<file path="config.mk">
export PLATFORM = sky130hd
export DESIGN_NAME = pc_unit_flat
export DESIGN_NICKNAME = d
export VERILOG_FILES = /design/src/rtl/pc_pkg.sv /design/src/rtl/pc_unit_if.sv /design/src/rtl/pc_lane.sv /design/src/rtl/pc_unit.sv /design/src/flat_wrapper.sv
export SDC_FILE = /design/constraint.sdc
export NUM_CORES = 1
export LEC_CHECK = 0
export ABC_CLOCK_PERIOD_IN_PS = 4300
export CORE_MARGIN = 2
export CORE_UTILIZATION = 42
export DETAILED_ROUTE_END_ITERATION = 8
export GPL_ROUTABILITY_DRIVEN = 0
export PLACE_DENSITY = 0.74
export REMOVE_ABC_BUFFERS = 1
export SYNTH_ARGS = -nofsm -noshare
export SYNTH_HDL_FRONTEND = slang
export SYNTH_SLANG_ARGS = --single-unit
</file>
<file path="constraint.sdc">
create_clock -name fclk -period 4.3 [get_ports fclk]
set_input_delay 0.86 -clock fclk [delete_from_list [all_inputs] [get_ports fclk]]
set_output_delay 0.86 -clock fclk [all_outputs]
set_load 0.02 [all_outputs]
</file>
<file path="src/rtl/pc_pkg.sv">
// Shared types and constants for the program-counter datapath.
package pc_pkg;

  // Byte width shared with the other datapath registers.
  localparam int unsigned DEFAULT_BYTE_W = 8;

  typedef enum logic {
    IDLE,
    FIXUP
  } pc_state_t;

  // Direction of the pending upper-lane adjust after a page-crossing branch.
  typedef enum logic {
    FIX_INC,
    FIX_DEC
  } fix_dir_t;

endpackage

</file>
<file path="src/rtl/pc_unit_if.sv">
// Command/data bus between decoder, data bus, address driver and pc_unit.
// Optional macro PC_WRAP_FLAG_EN adds the pc_wrap pulse output.
interface pc_unit_if import pc_pkg::*; #(
  parameter int unsigned BYTE_W    = DEFAULT_BYTE_W,
  parameter int unsigned NUM_BYTES = 2
);

  localparam int unsigned PC_W = BYTE_W * NUM_BYTES;

  logic              inc_pc;
  logic              branch_en;
  logic [BYTE_W-1:0] branch_off;
  logic              load_low_en;
  logic              load_high_en;
  logic [BYTE_W-1:0] db_in;
  logic              load_addr_en;
  logic [PC_W-1:0]   addr_in;
  logic [PC_W-1:0]   pc_out;
  logic [BYTE_W-1:0] db_low_out;
  logic [BYTE_W-1:0] db_high_out;
  logic              page_cross;
  logic              busy;
`ifdef PC_WRAP_FLAG_EN
  logic              pc_wrap;
`endif

  modport master (
    output inc_pc, branch_en, branch_off, load_low_en, load_high_en, db_in,
           load_addr_en, addr_in,
`ifdef PC_WRAP_FLAG_EN
    input  pc_wrap,
`endif
    input  pc_out, db_low_out, db_high_out, page_cross, busy
  );

  modport slave (
    input  inc_pc, branch_en, branch_off, load_low_en, load_high_en, db_in,
           load_addr_en, addr_in,
`ifdef PC_WRAP_FLAG_EN
    output pc_wrap,
`endif
    output pc_out, db_low_out, db_high_out, page_cross, busy
  );

endinterface

</file>
<file path="src/rtl/pc_lane.sv">
// One byte lane of the PC: load, or step by +/-1 when carry_in is set.
module pc_lane import pc_pkg::*; #(
  parameter int unsigned BYTE_W = DEFAULT_BYTE_W
) (
  input  logic              fclk,
  input  logic              reset,
  input  logic [BYTE_W-1:0] rst_val,
  input  logic              load_en,
  input  logic [BYTE_W-1:0] load_val,
  input  logic              carry_in,
  input  fix_dir_t          adj_dir,
  output logic [BYTE_W-1:0] lane_q,
  output logic              carry_out
);

  localparam logic [BYTE_W-1:0] One = {{(BYTE_W-1){1'b0}}, 1'b1};

  // Carry (or borrow when decrementing) ripples out when the lane wraps.
  assign carry_out = carry_in & ((adj_dir == FIX_DEC) ? (lane_q == '0) : (lane_q == '1));

  // Lane register: reset, then load, then +/-1 step.
  always_ff @(posedge fclk) begin
    if (reset) begin
      lane_q <= rst_val;
    end else if (load_en) begin
      lane_q <= load_val;
    end else if (carry_in) begin
      lane_q <= (adj_dir == FIX_DEC) ? (lane_q - One) : (lane_q + One);
    end
  end

endmodule

</file>
<file path="src/rtl/pc_unit.sv">
// Multi-byte program counter with byte/full loads, increment and relative
// branches; a branch crossing a lane-0 boundary fixes the upper lanes one
// cycle later. Optional macro PC_WRAP_FLAG_EN adds the pc_wrap pulse.
module pc_unit import pc_pkg::*; #(
  parameter int unsigned                   BYTE_W    = DEFAULT_BYTE_W,
  parameter int unsigned                   NUM_BYTES = 2,
  parameter logic [BYTE_W*NUM_BYTES-1:0]   RESET_PC  = 16'hFFFC
) (
  input logic       fclk,
  input logic       reset,
  pc_unit_if.slave  bus
);

  localparam int unsigned PC_W = BYTE_W * NUM_BYTES;
  localparam int unsigned TOP  = NUM_BYTES - 1;

  pc_state_t state_q, state_d;
  fix_dir_t  dir_q, dir_d, lane_dir;
  logic      page_cross_q, page_cross_d;
  logic      inc_cmd, fix_cmd;
  logic      br_cross;
  logic [BYTE_W:0] br_sum;

  logic [NUM_BYTES-1:0][BYTE_W-1:0] lane_q, load_val, addr_lanes, rst_lanes;
  logic [NUM_BYTES-1:0]             load_en;

  assign addr_lanes = bus.addr_in;
  assign rst_lanes  = RESET_PC;

  // Crossing: carry out for a positive offset, missing carry (borrow) for a negative one.
  assign br_sum   = {1'b0, lane_q[0]} + {1'b0, bus.branch_off};
  assign br_cross = (NUM_BYTES > 1) &&
                    (bus.branch_off[BYTE_W-1] ? ~br_sum[BYTE_W] : br_sum[BYTE_W]);
  assign lane_dir = fix_cmd ? dir_q : FIX_INC;

  // Command decode and next state.
  always_comb begin
    state_d      = state_q;
    dir_d        = dir_q;
    page_cross_d = 1'b0;
    load_en      = '0;
    load_val     = addr_lanes;
    inc_cmd      = 1'b0;
    fix_cmd      = 1'b0;
    unique case (state_q)
      IDLE: begin
        if (bus.load_addr_en) begin
          load_en = '1;
        end else if (bus.load_low_en || bus.load_high_en) begin
          if (bus.load_high_en) begin
            load_en[TOP]  = 1'b1;
            load_val[TOP] = bus.db_in;
          end
          if (bus.load_low_en) begin
            load_en[0]  = 1'b1;
            load_val[0] = bus.db_in;
          end
        end else if (bus.branch_en) begin
          load_en[0]  = 1'b1;
          load_val[0] = br_sum[BYTE_W-1:0];
          if (br_cross) begin
            state_d      = FIXUP;
            dir_d        = bus.branch_off[BYTE_W-1] ? FIX_DEC : FIX_INC;
            page_cross_d = 1'b1;
          end
        end else if (bus.inc_pc) begin
          inc_cmd = 1'b1;
        end
      end
      FIXUP: begin
        state_d = IDLE;
        if (bus.load_addr_en) begin
          load_en = '1;
        end else begin
          fix_cmd = 1'b1;
        end
      end
      default: state_d = IDLE;
    endcase
  end

  // Control state register.
  always_ff @(posedge fclk) begin
    if (reset) begin
      state_q      <= IDLE;
      dir_q        <= FIX_INC;
      page_cross_q <= 1'b0;
    end else begin
      state_q      <= state_d;
      dir_q        <= dir_d;
      page_cross_q <= page_cross_d;
    end
  end

  // Lane 0 is the increment entry point; lane 1 is the fix-up entry point.
  for (genvar i = 0; i < NUM_BYTES; i++) begin : g_lane
    logic cin;
    logic cout;
    if (i == 0) begin : g_c0
      assign cin = inc_cmd;
    end else if (i == 1) begin : g_c1
      assign cin = fix_cmd | g_lane[0].cout;
    end else begin : g_cn
      assign cin = g_lane[i-1].cout;
    end
    pc_lane #(.BYTE_W(BYTE_W)) u_lane (
      .fclk      (fclk),
      .reset     (reset),
      .rst_val   (rst_lanes[i]),
      .load_en   (load_en[i]),
      .load_val  (load_val[i]),
      .carry_in  (cin),
      .adj_dir   (lane_dir),
      .lane_q    (lane_q[i]),
      .carry_out (cout)
    );
  end

`ifdef PC_WRAP_FLAG_EN
  logic pc_wrap_q;

  // Wrap pulse: carry out of the top lane during an increment or fix-up.
  always_ff @(posedge fclk) begin
    if (reset) begin
      pc_wrap_q <= 1'b0;
    end else begin
      pc_wrap_q <= (inc_cmd | fix_cmd) & g_lane[TOP].cout;
    end
  end

  assign bus.pc_wrap = pc_wrap_q;
`else
  logic unused_top_carry;
  assign unused_top_carry = g_lane[TOP].cout;
`endif

  assign bus.pc_out      = PC_W'(lane_q);
  assign bus.db_low_out  = lane_q[0];
  assign bus.db_high_out = lane_q[TOP];
  assign bus.page_cross  = page_cross_q;
  assign bus.busy        = (state_q == FIXUP);

endmodule

</file>
<file path="src/flat_wrapper.sv">
// flat-port wrapper written by rule: the top's interface ports become plain ports
module pc_unit_flat import pc_pkg::*;
#(
  parameter int unsigned                   BYTE_W    = DEFAULT_BYTE_W,
  parameter int unsigned                   NUM_BYTES = 2,
  parameter logic [BYTE_W*NUM_BYTES-1:0]   RESET_PC  = 16'hFFFC
)
  (fclk, reset, bus_inc_pc, bus_branch_en, bus_branch_off, bus_load_low_en, bus_load_high_en, bus_db_in, bus_load_addr_en, bus_addr_in, bus_pc_out, bus_db_low_out, bus_db_high_out, bus_page_cross, bus_busy);
  pc_unit_if #(.BYTE_W(BYTE_W), .NUM_BYTES(NUM_BYTES)) bus_i ();
  input logic fclk;
  input logic reset;
  input wire logic [$bits(bus_i.inc_pc)-1:0] bus_inc_pc;
  input wire logic [$bits(bus_i.branch_en)-1:0] bus_branch_en;
  input wire logic [$bits(bus_i.branch_off)-1:0] bus_branch_off;
  input wire logic [$bits(bus_i.load_low_en)-1:0] bus_load_low_en;
  input wire logic [$bits(bus_i.load_high_en)-1:0] bus_load_high_en;
  input wire logic [$bits(bus_i.db_in)-1:0] bus_db_in;
  input wire logic [$bits(bus_i.load_addr_en)-1:0] bus_load_addr_en;
  input wire logic [$bits(bus_i.addr_in)-1:0] bus_addr_in;
  output wire logic [$bits(bus_i.pc_out)-1:0] bus_pc_out;
  output wire logic [$bits(bus_i.db_low_out)-1:0] bus_db_low_out;
  output wire logic [$bits(bus_i.db_high_out)-1:0] bus_db_high_out;
  output wire logic [$bits(bus_i.page_cross)-1:0] bus_page_cross;
  output wire logic [$bits(bus_i.busy)-1:0] bus_busy;
  assign bus_i.inc_pc = bus_inc_pc;
  assign bus_i.branch_en = bus_branch_en;
  assign bus_i.branch_off = bus_branch_off;
  assign bus_i.load_low_en = bus_load_low_en;
  assign bus_i.load_high_en = bus_load_high_en;
  assign bus_i.db_in = bus_db_in;
  assign bus_i.load_addr_en = bus_load_addr_en;
  assign bus_i.addr_in = bus_addr_in;
  assign bus_pc_out = bus_i.pc_out;
  assign bus_db_low_out = bus_i.db_low_out;
  assign bus_db_high_out = bus_i.db_high_out;
  assign bus_page_cross = bus_i.page_cross;
  assign bus_busy = bus_i.busy;
  pc_unit #(.BYTE_W(BYTE_W), .NUM_BYTES(NUM_BYTES), .RESET_PC(RESET_PC)) u_core (.fclk(fclk), .reset(reset), .bus(bus_i));
endmodule
</file>
==> results of run 1 <==
==> per-stage QoR <==
step           hold WS, ps  utilization  total power, W  instance area [um2]  instances
3_5_place_dp         509.2       0.5671       0.0005463                 2897        412
5_1_grt              563.0       0.5752       0.0007138                 2938        415
3_3_place_gp         513.8       0.5671       0.0005418                 2897        412
4_1_cts              526.2       0.5752       0.0006711                 2938        415
6_report             524.7       0.5752       0.0006708                 2938        415
2_1_floorplan        457.4            -       0.0004002                 2058        266
==> registers in the layout, indices dropped and copies added, names as in the netlist <==
signal                       cells
u_core.bus.busy                  1
u_core.dir_q                     1
u_core.g_lane.u_lane.lane_q     16
==> final cells by class <==
cell class / instances / area [um2]
repair buffers: 76 / 750.7
multi-input cells: 229 / 1627
fillers: 513 / 2170
well taps: 70 / 87.58
flip-flops and latches: 18 / 360.3
clock buffers: 3 / 41.29
inverters: 19 / 71.32
==> logic make-up after synthesis <==
group | count (synthesis) | share of synthesized area
AO/OA/AOI/OAI | 102 | 0.3037
AND/OR/NAND/NOR | 83 | 0.2002
buffers and inverters | 46 | 0.1069
adder cells (fa/ha/maj) | 23 | 0.1395
flip-flops | 18 | 0.1620
XOR/XNOR | 14 | 0.05512
multiplexers | 7 | 0.03262
==> how the worst max path moves through the flow <==
stage | startpoint | to | slack [ps] | cells past startpoint
2_1_floorplan | bus_load_addr_en | u_core.g_lane[0].u_lane.lane_q[7]$_SDFFE_PP1P_ | 1170 | 9
6_report | bus_load_addr_en | u_core.g_lane[0].u_lane.lane_q[7]$_SDFFE_PP1P_ | 910 | 10
3_5_place_dp | bus_load_addr_en | u_core.g_lane[0].u_lane.lane_q[7]$_SDFFE_PP1P_ | 630 | 10
5_1_grt | bus_load_addr_en | u_core.g_lane[0].u_lane.lane_q[7]$_SDFFE_PP1P_ | 730 | 10
3_3_place_gp | bus_load_addr_en | u_core.g_lane[0].u_lane.lane_q[7]$_SDFFE_PP1P_ | 690 | 10
4_1_cts | bus_load_addr_en | u_core.g_lane[0].u_lane.lane_q[7]$_SDFFE_PP1P_ | 890 | 10
==> cells in the final DEF (no fill, tap or decap), types with 2 or more instances in the layout <==
cell             Yosys  layout
a2111oi_0            2       2
o21bai_1             3       3
a211oi_1             8       8
clkdlybuf4s50_1      0      72
nor2_1              23      23
or3b_2               2       2
o31a_1               3       3
nor3b_1              4       4
dfxtp_1             18      18
nand2_1             16      16
nand3_1              7       7
xnor2_1              8       8
or3_1                3       3
a22oi_1              2       2
nor2b_1              7       7
mux2_2               2       2
a21o_1               2       2
a21oi_1             30      30
mux2i_1              5       5
a221oi_1             2       2
ha_1                20      20
a211o_1              2       2
nand2b_1             5       5
xor2_1               6       6
inv_1               19      19
nor3_1               6       6
o21a_1               4       4
nand4_1              3       3
o2111ai_1            2       2
clkbuf_8             0       3
a31oi_1              3       3
buf_4               17       4
o211ai_1             4       4
o221ai_1             2       2
fa_1                 3       3
o21ai_0             24      24
==> report_power, final <==
group | switching [W] | leakage (nW) | internal, W | total (W)
registers | 0.0000241 | 0.150 | 0.000182 | 0.000206
logic | 0.000169 | 1.01 | 0.000170 | 0.000339
clock network | 0.0000629 | 0.0216 | 0.0000625 | 0.000125
==> critical path, cell delays in order <==
cell             delay [ps]
clkdlybuf4s50_1         420
nand3b_1                170
inv_1                   380
ha_1                    340
a211oi_2                220
o21bai_1                110
a21oi_2                 170
o21ai_0                 100
mux2_2                  270
or4_1                   490
==> metal layers <==
metal  vias up  global-route usage  routed length (um)
met3         4             0.02118                 383
met2        76              0.3588                2939
met1      1055              0.2757                2700
met5         -                   0                   0
li1       1166                   -                   -
met4         0             0.03273                  34
==> results.txt, run 1 <==
Outcome -> complete, no violations
Clk_lat worst skew -> 260 ps
CP max FO -> 12
Vias -> 2301
WP data arrival -> 3530 ps
Synth warnings -> 0
Total core area -> 5107 um2
Tcrit/Tclk final -> 0.7887
Cts bufs inserted -> 3
Synth Cell Area -> 2225 um2
WS Path Type -> input port to flip-flop
Layout cells sized above 1 -> 0.05217
Detailed router's first-iteration violation count -> 176
Reg-to-reg slack, setup -> 1290 ps
Worst Min Path Start -> u_core.dir_q$_SDFFE_PP0P_
Die Wd -> 76.78 um
Vias/cell -> 5.545
Initial Utilization -> 0.4356
Sequential-to-total area share from yosys stat -> 0.1620
CTS tree -> done
PostCTS Resize Cnt -> 0
Ys flop type -> dfxtp_1
Hold Vio Cnt, Final -> 0
Number of antenna diodes -> 0
Pwr/cell area -> 228.3 nW/um2
Max-cap violations -> 0
Leak -> 1.185 nW
# IOs -> 73
Mean Syn Cell Area -> 7.593 um2
Crit end category -> flip-flop
Total track usage -> 0.2050
Setup TNS -> 0 ps
Pin count of the biggest net entering global routing -> 32
FF-to-FF Start -> u_core.bus.busy$_SDFF_PP0_
Area fraction of the dominant cell type after synthesis -> 0.1620
Vias in the first global route -> 2174
Post-Route WL -> 6056 um
Antenna-violating nets left -> 0
Max Buffers Root-to-Sink -> 2
Most area-hungry cell type in the Yosys netlist -> dfxtp_1
Cts hold-fix bufs -> 0
Worst-case reg-to-reg path depth -> 9
Peak supply drop -> 0.1418 mV
First-pass GRT wire length -> 10100 um
Area growth syn-to-layout -> 32.06%
H-tree depth -> 1
Final Setup Violations -> 0
Startpoint Class -> input port
Worst Path Required -> 4440 ps
Max Slew Vio Count -> 0
Top cells by count, synth -> a21oi_1, o21ai_0, nor2_1
Chip Height -> 76.78 um
Port Buffers -> 72
Maximum clock frequency -> 0.2949 GHz
Full die area -> 5895 um2
DRC viols -> 0
Gr ovfl total -> 0
Root Driver -> clkbuf_8
TritonRoute pass-1 iters -> 4
Distinct cells, synth -> 53
Nets -> 409
Top-count cell post-synth -> a21oi_1
Synth top area cells -> dfxtp_1, ha_1, a21oi_1
Layout Skew -> 1.605 ps
Hold depth -> 2
Unrepaired setup endpoints after global routing -> false
DP Wirelength -> 4740 um
# rows -> 26
Cells after synthesis -> 293
Crit path time final -> 3391 ps
EDFF count, synth -> 0
Seq cells post-synth -> 18
RR Endpoint -> u_core.g_lane[0].u_lane.lane_q[7]$_SDFFE_PP1P_
Initial antenna violation count -> 0
DR WL/cell -> 14.59 um
Slew margin rel. -> 0.5403
Worst-path clk slew -> 70 ps
Worst Hold Class -> flip-flop to flip-flop
Final Worst Setup Slack -> 908.5 ps
Hold Crit Endpoint -> u_core.dir_q$_SDFFE_PP0P_
Post-CTS Setup Inserts -> 0
Pre-CTS WS -> 628.2 ps
Worst-margin pin slew -> 687.5 ps
Clock sinks -> 18
Async S/R FF share, synth -> 0
No activity file was read; power rests on OpenSTA's default activity.
==> inputs of run 2 (changes only) <==
- ABC_CLOCK_PERIOD_IN_PS: 4300 -> 2900
- PLACE_DENSITY: 0.74 -> 0.77
- clock period: 4.3 -> 2.9 ns (I/O delays scaled with it)
==> run 2 against run 1 <==
Sequential power rose by 48%. Clock-buffer cell count stayed put. Design area increased by 5.5%. Largest power group unchanged.
==> results.txt, run 2 (same netlist as run 1, synthesis figures left out) <==
Outcome -> complete, no violations
Cell Count, Final, Fillers Out -> 436
Setup TNS -> 0 ps
Full die area -> 5895 um2
Leak -> 1.295 nW
Reg power frac -> 0.301
Total core area -> 5107 um2
DR WL/cell -> 14.93 um
DRC viols -> 0
Initial Utilization -> 0.4356
Post-Route WL -> 6509 um
# rows -> 26
FF-to-FF Start -> u_core.g_lane[0].u_lane.lane_q[0]$_SDFFE_PP0P_
Worst-margin pin slew -> 497.1 ps
Sw frac -> 0.3779
Max-cap violations -> 0
Clk pwr share -> 0.180
Commonest non-fill, non-tap cell in the layout -> clkdlybuf4s50_1
Gr ovfl total -> 0
Reg-to-reg slack, setup -> 550 ps
Fin util -> 0.6066
RR Endpoint -> u_core.g_lane[0].u_lane.lane_q[6]$_SDFFE_PP1P_
Clock sinks -> 18
Vias -> 2382
Pwr/cell area -> 327.8 nW/um2
Most frequent cells in the layout -> clkdlybuf4s50_1, a21oi_1, buf_4
Initial antenna violation count -> 0
Post-route cell area -> 3098 um2
Crit end category -> flip-flop
Reg with most FFs -> u_core.g_lane.u_lane.lane_q
Clk_lat worst skew -> 250 ps
Root Driver -> clkbuf_8
# IOs -> 73
TritonRoute pass-1 iters -> 5
Tcrit/Tclk final -> 0.8777
Pin count of the biggest net entering global routing -> 31
Port Buffers -> 72
Area growth syn-to-layout -> 39.26%
CTS tree -> done
Layout cells sized above 1 -> 0.1066
Maximum clock frequency -> 0.3929 GHz
First-pass GRT wire length -> 10560 um
Vias/cell -> 5.463
Worst-case reg-to-reg path depth -> 8
Internal cell power -> 0.0006317 W
Worst Hold Class -> flip-flop to flip-flop
CP max FO -> 5
Antenna-violating nets left -> 0
Number of antenna diodes -> 0
Cts hold-fix bufs -> 0
H-tree depth -> 1
Cts bufs inserted -> 3
Area after DPL -> 3054 um2
Unrepaired setup endpoints after global routing -> false
Final Hold Slack -> 513.4 ps
Comb pwr share -> 0.519
Hold Vio Cnt, Final -> 0
Total track usage -> 0.2175
Crit path time final -> 2545 ps
Vias in the first global route -> 2346
Post-CTS Setup Inserts -> 0
Worst-path clk slew -> 80 ps
Max Buffers Root-to-Sink -> 2
DP Wirelength -> 5256 um
Worst Path Required -> 3040 ps
Die Wd -> 76.78 um
Hold Crit Endpoint -> u_core.dir_q$_SDFFE_PP0P_
Nets -> 430
Net load switching power -> 0.0003837 W
Detailed router's first-iteration violation count -> 140
Chip Height -> 76.78 um
Startpoint Class -> input port
Max reg flops -> 16
Final Setup Violations -> 0
Peak supply drop -> 0.1760 mV
Layout Skew -> 5.683 ps
Hold depth -> 2
Worst Min Path Start -> u_core.dir_q$_SDFFE_PP0P_
Placed Cells -> 433
WS Path Type -> input port to flip-flop
Max Slew Vio Count -> 0
FILL cells -> 481
Slew margin rel. -> 0.6658
WP data arrival -> 2680 ps
PostCTS Resize Cnt -> 0
==> run 2: cell types whose count changed in the layout (fill, tap and decap cells not counted) <==
cell / delta
buf_4: +21
clkdlybuf4s50_1: -1
dlymetal6s2s_1: +1
==> run 2: cell type report <==
cell class                 count  area [um2]  area share
sequential                    18       360.3      0.1163
multi-input combinational    229        1627      0.5250
tap                           70       87.58     0.02827
timing repair buffer          97       910.9      0.2940
inverter                      19       71.32     0.02302
clock buffer                   3       41.29     0.01333
==> run 2: metrics by stage <==
| stage | setup slack, ps | power (W) |
|---|---|---|
| finish | 354.7 | 0.001015 |
| floorplan | -174.0 | 0.0005933 |
| CTS | 26.40 | 0.001021 |
| detailed placement | -245.9 | 0.0008333 |
| global placement | -189.8 | 0.0008251 |
| global route | 259.3 | 0.001085 |
==> run 2: worst max-delay path, cell delays in order <==
cell            delay (ps)
dlymetal6s2s_1         160
nand3b_1               180
inv_1                  150
ha_1                   290
a211oi_2               240
o21bai_1               100
a21oi_2                150
o21ai_0                 90
mux2_2                 270
or4_1                  490
==> run 2: metal layers <==
metal	GRT usage	wire [um]
met4	0.06545	78
met1	0.2711	2802
met5	0	0
met2	0.3868	3240
met3	0.02941	387
==> run 2: power by group through the flow <==
stage	registers (W)	clock network [W]	logic, W
final	0.000305	0.000183	0.000527
after global routing	0.000311	0.000201	0.000573
after CTS	0.000305	0.000189	0.000527
after detailed placement	0.000311	0	0.000522
after global placement	0.000310	0	0.000515
after floorplan	0.000357	0	0.000237
==> run 2: how the worst max path moves through the flow <==
| stage | from | to | slack [ps] | cells after the start |
|---|---|---|---|---|
| 2_1_floorplan | u_core.bus.busy$_SDFF_PP0_ | u_core.g_lane[0].u_lane.lane_q[7]$_SDFFE_PP1P_ | -170 | 9 |
| 3_3_place_gp | bus_load_addr_en | u_core.g_lane[0].u_lane.lane_q[7]$_SDFFE_PP1P_ | -190 | 10 |
| 3_5_place_dp | bus_load_addr_en | u_core.g_lane[0].u_lane.lane_q[7]$_SDFFE_PP1P_ | -250 | 10 |
| 4_1_cts | bus_load_addr_en | u_core.g_lane[0].u_lane.lane_q[7]$_SDFFE_PP1P_ | 30 | 10 |
| 5_1_grt | bus_branch_off[1] | u_core.g_lane[0].u_lane.lane_q[7]$_SDFFE_PP1P_ | 260 | 8 |
| 6_report | bus_load_addr_en | u_core.g_lane[0].u_lane.lane_q[7]$_SDFFE_PP1P_ | 350 | 10 |
